$ cat config.mk
export PLATFORM = sky130hd
export DESIGN_NAME = fifo_prog
export DESIGN_NICKNAME = d
export VERILOG_FILES = /design/src/rtl/fifo_prog.sv
export SDC_FILE = /design/constraint.sdc
export NUM_CORES = 1
export LEC_CHECK = 0
export CORE_MARGIN = 4
export CORE_UTILIZATION = 46
export DETAILED_ROUTE_END_ITERATION = 6
export PLACE_DENSITY = 0.71
export SKIP_LAST_GASP = 1
export SYNTH_ARGS = -nofsm -noshare
export SYNTH_HDL_FRONTEND = slang
export SYNTH_SLANG_ARGS = --single-unit
$ cat constraint.sdc
create_clock -name clock -period 3.25 [get_ports clock]
set_clock_uncertainty 0.05 [all_clocks]
set_input_delay 0.4875 -clock clock [delete_from_list [all_inputs] [get_ports clock]]
set_output_delay 0.4875 -clock clock [all_outputs]
set_load 0.005 [all_outputs]
$ cat src/rtl/fifo_prog.sv
// Parametrised synchronous FIFO: FWFT or registered-read mode, programmable thresholds, occupancy.
// Define FIFO_ERR_FLAGS_EN to build the sticky overflow/underflow flags and err_clear logic.
module fifo_prog #(
  parameter int WIDTH = 32,
  parameter int DEPTH = 32,
  parameter int FWFT  = 1,
  parameter int CW    = $clog2(DEPTH + 1)
) (
  input  logic             clock,
  input  logic             rstn,
  input  logic             push,
  input  logic [WIDTH-1:0] data_in,
  input  logic             pop,
  output logic [WIDTH-1:0] data_out,
  output logic             valid,
  output logic             full,
  output logic             empty,
  output logic             alFull,
  output logic             alEmpty,
  output logic [CW-1:0]    count,
  input  logic [CW-1:0]    al_full_thresh,
  input  logic [CW-1:0]    al_empty_thresh,
  input  logic             err_clear,
  output logic             overflow,
  output logic             underflow
);
  localparam int            PW        = (DEPTH > 1) ? $clog2(DEPTH) : 1;
  localparam logic [PW-1:0] LAST_PTR  = PW'(DEPTH - 1);
  localparam logic [CW-1:0] DEPTH_CNT = CW'(DEPTH);

  logic [WIDTH-1:0] mem_q [DEPTH];
  logic [PW-1:0]    wr_ptr_q, wr_ptr_d;
  logic [PW-1:0]    rd_ptr_q, rd_ptr_d;
  logic [CW-1:0]    count_q, count_d;
  logic             wr_s, rd_s;

  assign full    = (count_q == DEPTH_CNT);
  assign empty   = (count_q == {CW{1'b0}});
  assign alFull  = (count_q >= al_full_thresh);
  assign alEmpty = (count_q <= al_empty_thresh);
  assign count   = count_q;

  // A pop paired with a dropped push is held off too, so a full FIFO is left completely untouched.
  assign wr_s = push && !full;
  assign rd_s = pop && !empty && !(push && full);

  // Next-state pointers (explicit wrap for non-power-of-two depths) and occupancy
  always_comb begin
    wr_ptr_d = wr_ptr_q;
    rd_ptr_d = rd_ptr_q;
    count_d  = count_q;
    if (wr_s) begin
      wr_ptr_d = (wr_ptr_q == LAST_PTR) ? {PW{1'b0}} : wr_ptr_q + PW'(1);
    end else begin
      wr_ptr_d = wr_ptr_q;
    end
    if (rd_s) begin
      rd_ptr_d = (rd_ptr_q == LAST_PTR) ? {PW{1'b0}} : rd_ptr_q + PW'(1);
    end else begin
      rd_ptr_d = rd_ptr_q;
    end
    case ({wr_s, rd_s})
      2'b10:   count_d = count_q + CW'(1);
      2'b01:   count_d = count_q - CW'(1);
      default: count_d = count_q;
    endcase
  end

  // Pointer and occupancy state
  always_ff @(posedge clock or negedge rstn) begin
    if (!rstn) begin
      wr_ptr_q <= {PW{1'b0}};
      rd_ptr_q <= {PW{1'b0}};
      count_q  <= {CW{1'b0}};
    end else begin
      wr_ptr_q <= wr_ptr_d;
      rd_ptr_q <= rd_ptr_d;
      count_q  <= count_d;
    end
  end

  // Storage array; contents are invalidated by the pointer reset, so no reset here
  always_ff @(posedge clock) begin
    if (wr_s) begin
      mem_q[wr_ptr_q] <= data_in;
    end
  end

  if (FWFT != 0) begin : g_fwft
    assign valid    = !empty;
    assign data_out = valid ? mem_q[rd_ptr_q] : {WIDTH{1'b0}};
  end else begin : g_std
    logic [WIDTH-1:0] dout_q;
    logic             valid_q;

    // Registered read: one-cycle valid pulse per accepted read, data held otherwise
    always_ff @(posedge clock or negedge rstn) begin
      if (!rstn) begin
        dout_q  <= {WIDTH{1'b0}};
        valid_q <= 1'b0;
      end else begin
        valid_q <= rd_s;
        if (rd_s) begin
          dout_q <= mem_q[rd_ptr_q];
        end
      end
    end

    assign data_out = dout_q;
    assign valid    = valid_q;
  end

`ifdef FIFO_ERR_FLAGS_EN
  logic overflow_q, underflow_q;

  // Sticky error flags; a new error in the clearing cycle takes priority
  always_ff @(posedge clock or negedge rstn) begin
    if (!rstn) begin
      overflow_q  <= 1'b0;
      underflow_q <= 1'b0;
    end else begin
      overflow_q  <= (push && full) ? 1'b1 : (err_clear ? 1'b0 : overflow_q);
      underflow_q <= (pop && empty) ? 1'b1 : (err_clear ? 1'b0 : underflow_q);
    end
  end

  assign overflow  = overflow_q;
  assign underflow = underflow_q;
`else
  logic unused_err_clear_s;
  assign unused_err_clear_s = err_clear;
  assign overflow           = 1'b0;
  assign underflow          = 1'b0;
`endif

endmodule

==> impl_summary.txt <==
----------------------------------------------------
[Clock network]
  Clock transition at the register clock pins on the worst setup and hold paths after CTS ... 0.06 ns
  Cts bufs inserted ... 101
  Maximum buffer depth of the clock tree ... 3
  Hold bufs inserted after CTS ... 0
  Clock latency of the later-clocked register in the worst-skew pair ... 0.67 ns
  TritonCTS clock tree ... done
  Number of clock sinks ... 1040
  Cell chosen for the clock root ... sky130_fd_sc_hd__clkbuf_16
  CTS H-tree lvls ... 3

[Layout]
  Fillers ... 6034
  Area delta synth->final ... 24.0%
  Non-Filler Instances ... 3424
  Multi-input gate area ... 9730 sq um
  Fraction of final layout cells sized beyond drive strength 1 ... 0.341
  Final instance area ... 49800 sq um
  Seq. cell area ... 31200 sq um
  Most common cell after layout, fill and taps aside ... sky130_fd_sc_hd__edfxtp_1
  Most frequent cells in the layout ... 1024 x sky130_fd_sc_hd__edfxtp_1, 193 x sky130_fd_sc_hd__mux4_2, 126 x sky130_fd_sc_hd__mux2i_1
  # nets final ... 2261

[Global route]
  Antenna violations before repair ... 2
  Wire length of the first global-routing pass ... 150 mm
  GR Overflow Total ... 0
  Number of global-route vias before repair ... 21827
  Largest net degree at the start of global routing ... 49
  Total Routing Usage GR ... 0.226

[Die]
  Initial cell density of the core ... 0.463
  Vertical die dimension ... 303 microns
  Floorplan core area ... 86800 sq um
  FP Rows ... 108
  Area of the die ... 92100 sq um
  Number of I/O pins ... 94
  Die outline width ... 303 microns

[Detailed routing]
  Sum of routed wire length over all layers ... 104 mm
  Vias per cell ... 6.19
  Vias ... 21203
  ANT nets after route ... 0
  Routed wire length per instance ... 30.5 microns
  Iter 0 DRT Violations ... 2539
  Post-detailed-route DRC marker count ... 0
  DR pass1 iterations ... 5

[STA]
  Slew at the pin closest to its max-slew limit ... 1.11 ns
  Final hold slack ... 0.243 ns
  Setup repair after global routing missed its margin ... yes
  Fin crit period ... 3.47 ns
  Max-slew violation count ... 0
  Final worst path period share ... 1.07
  Achievable frequency ... 288 MHz
  Post-route worst setup slack ... -0.219 ns
  Setup violation total in the final timing report ... 32
  Max-slew headroom at the worst pin ... 0.257
  Number of hold violations in the final report ... 0

[Power and ir drop]
  Peak supply drop ... 0.533 mV
  Share of total power in combinational logic ... 0.359
  Total power ... 0.0424 W
  Internal power summed over all cells ... 0.0293 W
  Net switching power figure ... 0.0131 W
  Power density normalized to cell area ... 852 nW/um^2
  Clock group share of total power ... 0.266
  Sw Ratio ... 0.308
  Static leakage ... 16.2 nW
  Register share of total power ... 0.375

[Synthesis]
  Sequential fraction of the synthesis area ... 0.776
  Leading register cell type out of synthesis ... sky130_fd_sc_hd__edfxtp_1
  Complex-gate fraction of the synthesized area ... 0.0440
  Post-synth cell types ... 48
  Post-Synth XOR/XNOR Area ... 0.00109
  Main combinational cell family by area after synthesis ... multiplexers
  Adder-cell area share of the yosys netlist ... 0.00766
  Mux contribution to synthesized area ... 0.142
  Post-synthesis cell area ... 40200 sq um
  Number of standard cells after synthesis ... 1862
  #FFs+latches synth ... 1040
  Count of yosys warnings during synthesis ... 0
  Number of flops mapped to enable cells by yosys ... 1024
  Async S/R FF share, synth ... 0.0154
  Post-synthesis share of cell area spent on and, or, nand and nor gates ... 0.0140
  Syn_area_per_cell ... 21.6 sq um

[Place]
  Instance count after placement with tap cells included ... 3153
  Number of input and output port buffers inserted ... 90
  RePlAce Congestion ... 0.797
  HPWL reported at the end of detailed placement ... 53.3 mm
  Cell Area, Placed ... 44200 sq um
  Pre-CTS setup slack ... -0.254 ns

[Critical path]
  Category of the worst setup path launch point ... register
  Slowest stage cell on the critical path ... sky130_fd_sc_hd__dfrtp_4
  Largest stage delay, worst path ... 0.50 ns
  Setup slack on the worst flop-to-flop path ... 0.51 ns
  Required time of the critical path ... 2.71 ns
  Kind of end point of the critical path ... primary output
  Maximum net fanout on the critical path ... 6
  Worst Path Arrival ... 2.93 ns
  CP Cell Sequence ... buf_12 -> buf_12 -> buf_12 -> buf_6 -> mux4_2 -> a22o_4 -> a2111oi_4 -> nor3_2 -> buf_2
  Start-to-end type of the worst setup path ... reg2out
  Cell repeated most along the worst path ... sky130_fd_sc_hd__buf_12

[Run status]
  Result of the run ... finished with violations
  Violated checks ... negative setup slack

[Min path]
  Hold crit path type ... in2async

[Job]
  Max-cap viol count ... 0

----------------------------------------------------
metrics by stage:
step / TNS, ns / util
global route: -7.41 / 0.574
detailed placement: -2.66 / 0.509
finish: -4.99 / 0.574
CTS: -6.52 / 0.570
global placement: -2.50 / 0.509
floorplan: 0 / -
cells by family (layout without fill, tap and decap cells):
logic type / count (synthesis) / after routing
buffers and inverters: 125 / 529
adder cells (fa/ha/maj): 24 / 24
XOR/XNOR: 5 / 5
flip-flops: 1040 / 1040
multiplexers: 327 / 327
AO/OA/AOI/OAI: 224 / 224
other: 1 / 4
AND/OR/NAND/NOR: 116 / 116
synth_stat cells, types with 2 or more instances:
cell	number	area, sq um
sky130_fd_sc_hd__a2111oi_0	32	280
sky130_fd_sc_hd__a211oi_1	33	248
sky130_fd_sc_hd__a21o_1	4	30.0
sky130_fd_sc_hd__a21oi_1	7	35.0
sky130_fd_sc_hd__a22o_1	63	552
sky130_fd_sc_hd__and3_1	2	12.5
sky130_fd_sc_hd__buf_1	11	41.3
sky130_fd_sc_hd__buf_2	21	105
sky130_fd_sc_hd__buf_4	16	120
sky130_fd_sc_hd__buf_6	8	90.1
sky130_fd_sc_hd__clkbuf_1	54	203
sky130_fd_sc_hd__dfrtp_1	16	400
sky130_fd_sc_hd__edfxtp_1	1024	30700
sky130_fd_sc_hd__ha_1	23	288
sky130_fd_sc_hd__inv_1	14	52.6
sky130_fd_sc_hd__mux2_2	3	33.8
sky130_fd_sc_hd__mux2_4	3	45.0
sky130_fd_sc_hd__mux2i_1	128	1280
sky130_fd_sc_hd__mux4_2	193	4350
sky130_fd_sc_hd__nand2_1	16	60.1
sky130_fd_sc_hd__nand2b_1	2	12.5
sky130_fd_sc_hd__nand3_1	4	20.0
sky130_fd_sc_hd__nand3b_1	5	37.5
sky130_fd_sc_hd__nor2_1	38	143
sky130_fd_sc_hd__nor2b_1	4	25.0
sky130_fd_sc_hd__nor3_1	35	175
sky130_fd_sc_hd__o21a_1	3	22.5
sky130_fd_sc_hd__o21ai_0	12	60.1
sky130_fd_sc_hd__o221ai_1	31	272
sky130_fd_sc_hd__o22ai_1	33	206
sky130_fd_sc_hd__or2_2	2	12.5
sky130_fd_sc_hd__or3b_2	2	17.5
sky130_fd_sc_hd__xnor2_1	5	43.8
what timing repair did:
| item | in CTS | in global routing |
|---|---|---|
| pin swaps | 110 | 57 |
| cloned | 15 | 1 |
| gates resized for setup | 339 | 52 |
| buffers inserted | 78 | 13 |
| endpoints found under the setup margin | 34 | 36 |
per-layer routing:
layer / up-vias / share of wire / global-route usage
met4: 2 / 0.039 / 0.0842
met1: 11146 / 0.37 / 0.306
met5: - / 0.000086 / 0
met2: 1238 / 0.50 / 0.375
met3: 230 / 0.093 / 0.0377
li1: 8587 / - / -
worst max-delay path: cells and delay by family, from the launching register on:
family	cells	cell delay [ns]
AOI/OAI and AO/OA	2	0.56
buffers and inverters	5	0.67
DFF	1	0.50
muxes	1	0.44
and+or+nand+nor	1	0.09
path summary, 6_finish.rpt:
check / start / to / cells past startpoint
min in group clock: count[5] / count[5] / 1
worst min register to register: count[5] / count[5] / 1
max in group asynchronous: rstn / rd_ptr_q[2] / 1
worst max register to register: count[4] / count[4] / 10
worst min-delay path: rstn / rd_ptr_q[1] / 1
worst max-delay path: rd_ptr_q[0] / data_out[24] / 9
power by group through the flow:
stage | registers (W) | clock network [W] | logic (W)
2_1_floorplan | 0.0159 | 0 | 0.00672
6_report | 0.0159 | 0.0113 | 0.0153
5_1_grt | 0.0159 | 0.0121 | 0.0160
3_3_place_gp | 0.0162 | 0 | 0.0117
4_1_cts | 0.0159 | 0.0114 | 0.0148
3_5_place_dp | 0.0162 | 0 | 0.0118
registers in the layout, indices dropped and copies added (netlist names):
| register | cells |
|---|---|
| mem_q | 1024 |
| rd_ptr_q | 5 |
| wr_ptr_q | 5 |
| count | 6 |
layout make-up:
cell class              instances  share of cell area
flip-flops and latches       1040               0.626
multi-input cells             698               0.195
repair buffers                332              0.0842
clock buffers                 123              0.0528
well taps                    1155              0.0290
clock inverters                59              0.0115
inverters                      15             0.00113
diodes                          2            0.000100
No activity file was read; power rests on OpenSTA's default activity.
